$ cat src/rtl/bullet_scheduler.sv
// Shared bullet-slot allocator for the two-tank game: edge-detects shoot requests,
// arbitrates one grant per frame and retires slots on lifetime expiry or hit.
module bullet_scheduler #(
    parameter int unsigned NUM_SLOTS    = 8,
    parameter logic [9:0]  LIFETIME     = 10'd600,
    parameter logic [5:0]  COOLDOWN     = 6'd15,
    parameter int unsigned MAX_PER_TANK = 4
) (
    input  logic                 frame_clk,
    input  logic                 Reset,
    input  logic                 Shoot1,
    input  logic                 Shoot2,
    input  logic [9:0]           Tank1X,
    input  logic [9:0]           Tank1Y,
    input  logic [9:0]           Tank2X,
    input  logic [9:0]           Tank2Y,
    input  logic [5:0]           Angle1,
    input  logic [5:0]           Angle2,
    input  logic [NUM_SLOTS-1:0] bullet_hit,
    output logic [NUM_SLOTS-1:0] slot_active,
    output logic [NUM_SLOTS-1:0] slot_owner,
    output logic                 launch_valid,
    output logic [2:0]           launch_slot,
    output logic                 launch_owner,
    output logic [9:0]           launch_x,
    output logic [9:0]           launch_y,
    output logic [5:0]           launch_angle
);

    logic                 r_prev1, r_prev2;
    logic                 r_pend1, r_pend2;
    logic                 r_prio;
    logic [5:0]           r_cool1, r_cool2;
    logic [9:0]           r_life [NUM_SLOTS];
    logic [NUM_SLOTS-1:0] r_active, r_owner;
    logic                 r_lvalid, r_lowner;
    logic [2:0]           r_lslot;
    logic [9:0]           r_lx, r_ly;
    logic [5:0]           r_langle;

    logic       w_req1, w_req2, w_elig1, w_elig2, w_grant1, w_grant2, w_grant;
    logic       w_any_free;
    logic [2:0] w_free_idx, w_cnt1, w_cnt2;

    // A fresh edge is evaluated in the same frame it is seen, giving one-frame latency.
    always_comb begin
        w_req1     = r_pend1 | (Shoot1 & ~r_prev1 & (r_cool1 == 6'd0));
        w_req2     = r_pend2 | (Shoot2 & ~r_prev2 & (r_cool2 == 6'd0));
        w_cnt1     = 3'd0;
        w_cnt2     = 3'd0;
        w_free_idx = 3'd0;
        w_any_free = 1'b0;
        for (int i = NUM_SLOTS - 1; i >= 0; i--) begin
            if (!r_active[i]) begin
                w_free_idx = 3'(i);
                w_any_free = 1'b1;
            end
            w_cnt1 = w_cnt1 + 3'(r_active[i] & ~r_owner[i]);
            w_cnt2 = w_cnt2 + 3'(r_active[i] & r_owner[i]);
        end
        w_elig1  = w_req1 & (w_cnt1 < 3'(MAX_PER_TANK)) & w_any_free;
        w_elig2  = w_req2 & (w_cnt2 < 3'(MAX_PER_TANK)) & w_any_free;
        w_grant1 = w_elig1 & (~w_elig2 | ~r_prio);
        w_grant2 = w_elig2 & (~w_elig1 | r_prio);
        w_grant  = w_grant1 | w_grant2;
    end

    always_ff @(posedge frame_clk or posedge Reset) begin
        if (Reset) begin
            r_prev1  <= 1'b0;
            r_prev2  <= 1'b0;
            r_pend1  <= 1'b0;
            r_pend2  <= 1'b0;
            r_prio   <= 1'b0;
            r_cool1  <= 6'd0;
            r_cool2  <= 6'd0;
            r_active <= '0;
            r_owner  <= '0;
            r_lvalid <= 1'b0;
            r_lowner <= 1'b0;
            r_lslot  <= 3'd0;
            r_lx     <= 10'd0;
            r_ly     <= 10'd0;
            r_langle <= 6'd0;
            for (int i = 0; i < NUM_SLOTS; i++) r_life[i] <= 10'd0;
        end else begin
            r_prev1  <= Shoot1;
            r_prev2  <= Shoot2;
            // Ineligible requests drop; only the arbitration loser stays pending.
            r_pend1  <= w_elig1 & ~w_grant1;
            r_pend2  <= w_elig2 & ~w_grant2;
            if (w_elig1 && w_elig2) r_prio <= ~r_prio;

            if (w_grant1)              r_cool1 <= COOLDOWN;
            else if (r_cool1 != 6'd0)  r_cool1 <= r_cool1 - 6'd1;
            if (w_grant2)              r_cool2 <= COOLDOWN;
            else if (r_cool2 != 6'd0)  r_cool2 <= r_cool2 - 6'd1;

            for (int i = 0; i < NUM_SLOTS; i++) begin
                if (r_active[i]) begin
                    if (bullet_hit[i] || r_life[i] <= 10'd1) begin
                        r_active[i] <= 1'b0;
                        r_owner[i]  <= 1'b0;
                        r_life[i]   <= 10'd0;
                    end else begin
                        r_life[i]   <= r_life[i] - 10'd1;
                    end
                end else if (w_grant && w_free_idx == 3'(i)) begin
                    r_active[i] <= 1'b1;
                    r_owner[i]  <= w_grant2;
                    r_life[i]   <= LIFETIME;
                end
            end

            r_lvalid <= w_grant;
            if (w_grant) begin
                r_lslot  <= w_free_idx;
                r_lowner <= w_grant2;
                r_lx     <= w_grant2 ? Tank2X : Tank1X;
                r_ly     <= w_grant2 ? Tank2Y : Tank1Y;
                r_langle <= w_grant2 ? Angle2 : Angle1;
            end
        end
    end

    assign slot_active  = r_active;
    assign slot_owner   = r_owner;
    assign launch_valid = r_lvalid;
    assign launch_slot  = r_lslot;
    assign launch_owner = r_lowner;
    assign launch_x     = r_lx;
    assign launch_y     = r_ly;
    assign launch_angle = r_langle;

endmodule

$ cat config.mk
export PLATFORM = sky130hd
export DESIGN_NAME = bullet_scheduler
export DESIGN_NICKNAME = d
export VERILOG_FILES = /design/src/rtl/bullet_scheduler.sv
export SDC_FILE = /design/constraint.sdc
export NUM_CORES = 1
export LEC_CHECK = 0
export CAP_MARGIN = 20
export CORE_MARGIN = 2
export CORE_UTILIZATION = 45
export CTS_CLUSTER_DIAMETER = 30
export DETAILED_ROUTE_END_ITERATION = 12
export GPL_ROUTABILITY_DRIVEN = 0
export PLACE_DENSITY = 0.72
export SLEW_MARGIN = 0
export SYNTH_ARGS = -nofsm -noshare
export SYNTH_HDL_FRONTEND = slang
export SYNTH_SLANG_ARGS = --single-unit
$ cat constraint.sdc
create_clock -name frame_clk -period 7.35 [get_ports frame_clk]
set_input_delay 2.205 -clock frame_clk [delete_from_list [all_inputs] [get_ports frame_clk]]
set_output_delay 2.205 -clock frame_clk [all_outputs]
set_load 0.01 [all_outputs]
-- Word-level counts from Yosys, hierarchy flattened
Index checks and enable logic that the tools add are counted.
- order comparisons: 10
- add/subtract/negate cells: 24
- equality and inequality tests: 15
- multiplexer cells: 95
- bitwise logic cells: 48
- reductions and logical operators: 40
- operators with widths (cell ; number):
    $mux W10 ; 26
    $le A10 B1 Y1 const B ; 8
    $sub A10 B1 Y10 const B ; 8
    $mux W1 ; 56
    $mux W6 ; 5
    $and A1 B3 Y3 ; 8
    $mux W3 ; 8
    $not A1 Y3 ; 8
    $add A3 B3 Y3 ; 7
    $and A1 B1 Y1 ; 20
    $reduce_bool A2 Y1 ; 10
    $ne A2 B1 Y1 const B ; 8
    $reduce_and A2 Y1 ; 8
    $add A3 B1 Y3 ; 5
    $eq A3 B3 Y1 const B ; 4
    $logic_not A6 Y1 ; 2
    $reduce_bool A6 Y1 ; 2
    $sub A6 B1 Y6 const B ; 2
    $logic_and A1 B1 Y1 ; 9
    $logic_or A1 B1 Y1 ; 8
    $not A1 Y1 ; 7
    $eq A3 B2 Y1 const B ; 2
    $lt A3 B3 Y1 const B ; 2
    $or A1 B1 Y1 ; 5
    other kinds (4) ; 4
- input port bits: 64
- register bits: 144
- logic and storage cells: 262

-- Logic depth before layout (Yosys ltp)
- depth in word-level cells: 19
- gate-level depth with buffers: 17
- mapped depth without buffers: 15

-- Worst setup path after synthesis
No wires, ideal clock.
- path type: reg-to-reg
- from: reg r_active[4], in the netlist slot_active[4]
- to: reg r_life[12] (netlist bit)
- setup time: 0.126 ns
- buffers on the path: 3
- stages on the path, launching flop included: 17
- arrival time: 4.263 ns
- period minus slack after synthesis: 4.390 ns
- setup slack: 2.960 ns
- cells stage by stage: dfrtp_1 clkbuf_1 clkbuf_1 nor2b_1 fa_1 inv_1 fa_1 fa_1 inv_1 ha_1 nor4bb_1 or3_1 a211o_1 buf_2 a21oi_4 nand2_4 a311o_1
- word-level cells in the longest chain between the ends: 15
- elaborated cells between the ends (all ways): 38
- ends and longest elaborated chain (item ; line ; source):
    start: declaration ; 35 ; logic [NUM_SLOTS-1:0] r_active, r_owner;
    start signal: assignment ; 77 ; r_active <= '0;
    start signal: indexed assignment ; 102 ; r_active[i] <= 1'b0;
    start signal: indexed assignment ; 109 ; r_active[i] <= 1'b1;
    $and A1 B1 Y1 / $and A1 B3 Y3 (equally long branches) ; 59, 58 ;
    $add A3 B1 Y3 / $add A3 B3 Y3 (equally long branches) (5 in series) ; 59, 58 ;
    $lt A3 B3 Y1 (on tied branches) ; 62, 61 ;
    $and A1 B1 Y1 (on tied branches) (2 in series) ; 62, 61 ;
    $not A1 Y1 (on tied branches) ; 63, 64 ;
    $or A1 B1 Y1 (on tied branches) ; 63, 64 ;
    $and A1 B1 Y1 (on tied branches) ; 63, 64 ;
    $or A1 B1 Y1 ; 65 ; w_grant = w_grant1 | w_grant2;
    $logic_and A1 B1 Y1 * ; 108 ; end else if (w_grant && w_free_idx == 3'(i)) begin
    $reduce_bool A2 Y1 (no source line) * ; - ;
    end signal: indexed assignment ; 106 ; r_life[i] <= r_life[i] - 10'd1;
    end: declaration ; 34 ; logic [9:0] r_life [NUM_SLOTS];
Every way passes the cells marked *; elsewhere a longest branch is shown, timed or not.
A chain may end at the register's enable or synchronous reset.

-- Final worst setup path
- from: reg r_active[7], in the netlist slot_active[7]
- to: reg r_owner[3], in the netlist slot_owner[3]
- word-level cells in the longest chain between the ends: 18
- elaborated cells between the ends (all ways): 51
- ends and longest elaborated chain (item ; line ; source):
    $and A1 B3 Y3 / $and A1 B1 Y1 (equally long branches) ; 58, 59 ;
    $add A3 B3 Y3 / $add A1 B1 Y2 (equally long branches) ; 58, 59 ;
    $add A3 B3 Y3 / $add A2 B1 Y3 (equally long branches) ; 58, 59 ;
    $add A3 B3 Y3 / $add A3 B1 Y3 (equally long branches) (5 in series) ; 58, 59 ;
    $lt A3 B3 Y1 (on tied branches) ; 61, 62 ;
    $and A1 B1 Y1 (on tied branches) (2 in series) ; 61, 62 ;
    $not A1 Y1 (on tied branches) ; 64, 63 ;
    $or A1 B1 Y1 (on tied branches) ; 64, 63 ;
    $and A1 B1 Y1 (on tied branches) ; 64, 63 ;
    $or A1 B1 Y1 ; 65 ;
    $logic_and A1 B1 Y1 ; 108 ;
    $reduce_bool A2 Y1 (no source line) ; - ;
    $reduce_and A2 Y1 (no source line) ; - ;
    end signal: indexed assignment ; 110 ; r_owner[i] <= w_grant2;
    end: declaration ; 35 ;
Several ways; a longest one is shown, not always the timed one. The select of a mux whose other input is x is not followed.

==> parameters.txt <==
Parameter                              Value

Global routing
  Vias in the first global route ... 6325
  M1 GR Usage ... 29.1%
  Antenna violations before repair ... 0
  Wire length of the first global-routing pass ... ~32 mm
  Met2 usage ... 34.5%
  Met3 usage ... ~5%
  Pin count of the biggest net entering global routing ... 58
  Leftover overflow at the end of global routing ... 0
  Layer with the highest usage after global routing ... met2
  Overall routing resource usage ... 21.5%

Critical path
  Critical path class ... reg2reg
  Top Family by Delay on Critical Path ... compound AO/OA/AOI/OAI gates
  Kind of end point of the critical path ... flop
  Launching element type of the critical path ... flop
  Required arrival time at the worst endpoint ... ~7.7 ns
  Highest net fanout along the worst path ... 35
  Max stage delay cell, worst path ... o21ai_4
  Arrival time of the worst setup path ... approximately 5.4 ns
  Ordered cell list for the critical path ... inv_1, nor2_1, fa_1, inv_1, fa_1, fa_1, inv_1, ha_1, nor4bb_1, or3_1, a211o_1, o21ai_4, nor2_1, a22o_1
  Crit-path max cell delay ... around 0.9 ns
  Count of buffer and inverter cells on the critical path ... 3

Timing
  Total Negative Setup Slacks ... 0 ns
  Period utilization ... a little over two thirds
  Final-report hold violation count ... 0
  Setup repair after global routing missed its margin ... no
  Final min period ... 5.13 ns
  Clk_skew ... roughly 0.0058 ns
  Maximum achievable frequency ... 195 MHz
  Number of failing setup endpoints in the final timing report ... 0
  Max-Slew Margin vs Limit ... slightly below 30%
  Worst-Margin Slew ... 1.06 ns
  Fin. max-slew vios ... 0

Place
  Cell count after placement ... between 1000 and 1500
  Half-perimeter wire length after detailed placement ... between 10 and 15 mm
  Port Buffers ... 110

Floorplanning
  Std-Cell Rows ... 48
  Core box area ... 17200 um^2
  Chip height ... between 100 and 150 um
  Die extent in x ... between 100 and 150 um
  Effective utilization at floorplan ... 45.8%
  Total die area ... approximately 19000 um^2
  Number of top-level pins ... around 110

Yosys
  Ranking of synthesized cells by area ... dfrtp_1 46%, nor2_1 5.2%, nand2_1 3.7%
  Warnings, synthesis ... 0
  Proportion of synthesized chip area in sequential cells ... between 40 and 50%
  Most frequent cell after synthesis ... dfrtp_1
  Combined area of all synthesized cells ... slightly below 8000 um^2
  Post-synth top flop ... dfrtp_1
  Number of enable-type register cells in the synthesized netlist ... 0
  Leading area contributor after synthesis ... dfrtp_1
  Instance count of the mapped netlist ... ~850
  Per-instance average area after synthesis ... approximately 9.3 um^2
  Asr flop ratio synth ... 100%
  Post-synthesis net count ... about 940
  Flop and latch count out of synthesis ... around 140
  Commonest cells in the synthesized netlist ... 144 x dfrtp_1, 109 x nor2_1, 77 x nand2_1, 54 x o21ai_0, 45 x inv_1
  Share of Yosys cell area claimed by the top area cell type ... roughly 46%
  Post-synthesis cell type count ... between 70 and 80

Power and ir drop
  Ratio of total power to cell area ... 187 nW/um^2
  Pleak ... between 4 and 5 nW
  IR Drop Worst-Case VDD ... roughly 0.00013 V

Drt
  Post-detailed-route DRC marker count ... 0
  Via density ... 5.68
  WL/cell ... between 15 and 20 um
  TritonRoute pass-1 iters ... 5
  Starting DRC count in detailed routing ... around 500
  Final routed wirelength across all metal layers ... about 19 mm
  Routed via count ... between 6000 and 7000
  Antenna viol nets, final ... 0

Final layout
  Core occupancy in the finished layout ... between 50% and 60%
  Number of diodes ... 0
  Final net count ... slightly above 1000
  Non-filler instance count after layout ... approximately 1200
  Fraction of final layout cells sized beyond drive strength 1 ... just over 7%
  Area Growth Syn to Fin ... 23.8%

CTS
  Root buffer selected by CTS ... clkbuf_16
  Buffers inserted by post-CTS timing repair ... 0
  Inserted Clock Buffers ... 17
  Resized cells post-CTS ... 0
  Worst-path clk slew ... 0.06 ns
  H-tree depth reported by CTS ... 4
  Clock buffer depth ... 2
  Clk sinks ... 144
  Clock latency at the later pin of the worst-skew pair ... 0.42 ns
  Count of hold-fix buffers inserted at cts ... 0
  Clock tree from TritonCTS ... done

Worst hold path
  Worst min-delay path class ... reg2reg

Outcome
  Outcome ... complete, no violations

Job
  Max capacitance violation total ... 0
per-layer routing:
layer / up-vias / part of all wire [%]
met1: 3293 / 47
met5: - / 0
met2: 139 / 47
met4: 0 / 1.6
met3: 27 / 4.1
li1: 3263 / -
cell type report:
class | instances | area [um^2]
Fill cell | 1533 | 7450
Tap cell | 225 | 282
Clock inverter | 9 | 131
Clock buffer | 23 | 478
Inverter | 46 | 178
Multi-Input combinational cell | 622 | 3920
Sequential cell | 144 | 3600
Timing Repair Buffer | 115 | 1140
per-stage QoR:
stage	setup WS [ns]	hold slack [ns]	instance area [um^2]	power, mW
floorplan	1.28	0.462	7860	0.886
global placement	2.28	0.480	9120	0.936
detailed placement	2.19	0.493	9120	0.938
CTS	2.21	0.506	9730	1.83
global route	1.85	0.526	9730	1.88
finish	2.22	0.502	9730	1.82
logic make-up (layout without fill, tap and decap cells):
family	after synthesis	in the layout	share of synthesized area, %
xor gates and xnor gates	7	7	0.780
AOI/OAI and AO/OA	225	225	20.8
DFF	144	144	45.8
adders and majority gates	28	28	5.03
and+or+nand+nor	357	357	22.6
muxes	5	5	0.700
buffers and inverters	79	193	4.31
worst paths after layout:
path / startpoint / to / slack, ns / depth (start not counted)
max in group asynchronous: Reset / slot_active[0]$_DFF_PP0_ / 4.16 / 3
max: slot_active[7]$_DFF_PP0_ / slot_owner[3]$_DFFE_PP0P_ / 2.22 / 14
min: r_life[38]$_DFFE_PP0P_ / r_life[38]$_DFFE_PP0P_ / 0.50 / 1
max reg2reg: slot_active[7]$_DFF_PP0_ / slot_owner[3]$_DFFE_PP0P_ / 2.22 / 14
min reg2reg: r_life[38]$_DFFE_PP0P_ / r_life[38]$_DFFE_PP0P_ / 0.50 / 1
min in group asynchronous: Reset / r_life[31]$_DFFE_PP0P_ / 2.15 / 2
flip-flops by register name, indices dropped and copies added (netlist names), 3 cells and up:
register	flops
r_life	80
launch_x	10
launch_y	10
slot_active	8
slot_owner	8
launch_angle	6
r_cool1	6
r_cool2	6
launch_slot	3
power breakdown:
part / internal (mW) / total (mW) / switching, mW / leakage, nW
clock: 0.560 / 0.894 / 0.334 / 0.289
sequential: 0.805 / 0.819 / 0.0143 / 1.90
combinational: 0.0556 / 0.104 / 0.0481 / 2.23
total: 1.42 / 1.82 / 0.396 / 4.42
layout by cell type, fill, tap and decap left out, types with 6 or more instances in the layout:
master / Yosys / routed
a22o_1: 7 / 7
nor2_1: 109 / 109
nand3_1: 19 / 19
nor3b_1: 16 / 16
nand2b_1: 17 / 17
a21o_1: 22 / 22
o311ai_0: 7 / 6
o211ai_1: 9 / 9
inv_1: 45 / 44
nor3_1: 42 / 42
or4_1: 9 / 9
a21oi_1: 34 / 34
dfrtp_1: 144 / 144
or3_1: 18 / 18
fa_1: 6 / 6
o22ai_1: 39 / 39
o32ai_1: 7 / 7
o2bb2ai_1: 7 / 7
xnor2_1: 6 / 6
nand2_1: 77 / 77
clkbuf_16: 0 / 17
ha_1: 22 / 22
o21ai_0: 54 / 54
nor2b_1: 7 / 7
nor4_1: 14 / 14
clkdlybuf4s50_1: 0 / 110
(Power assumes the default switching activity.)
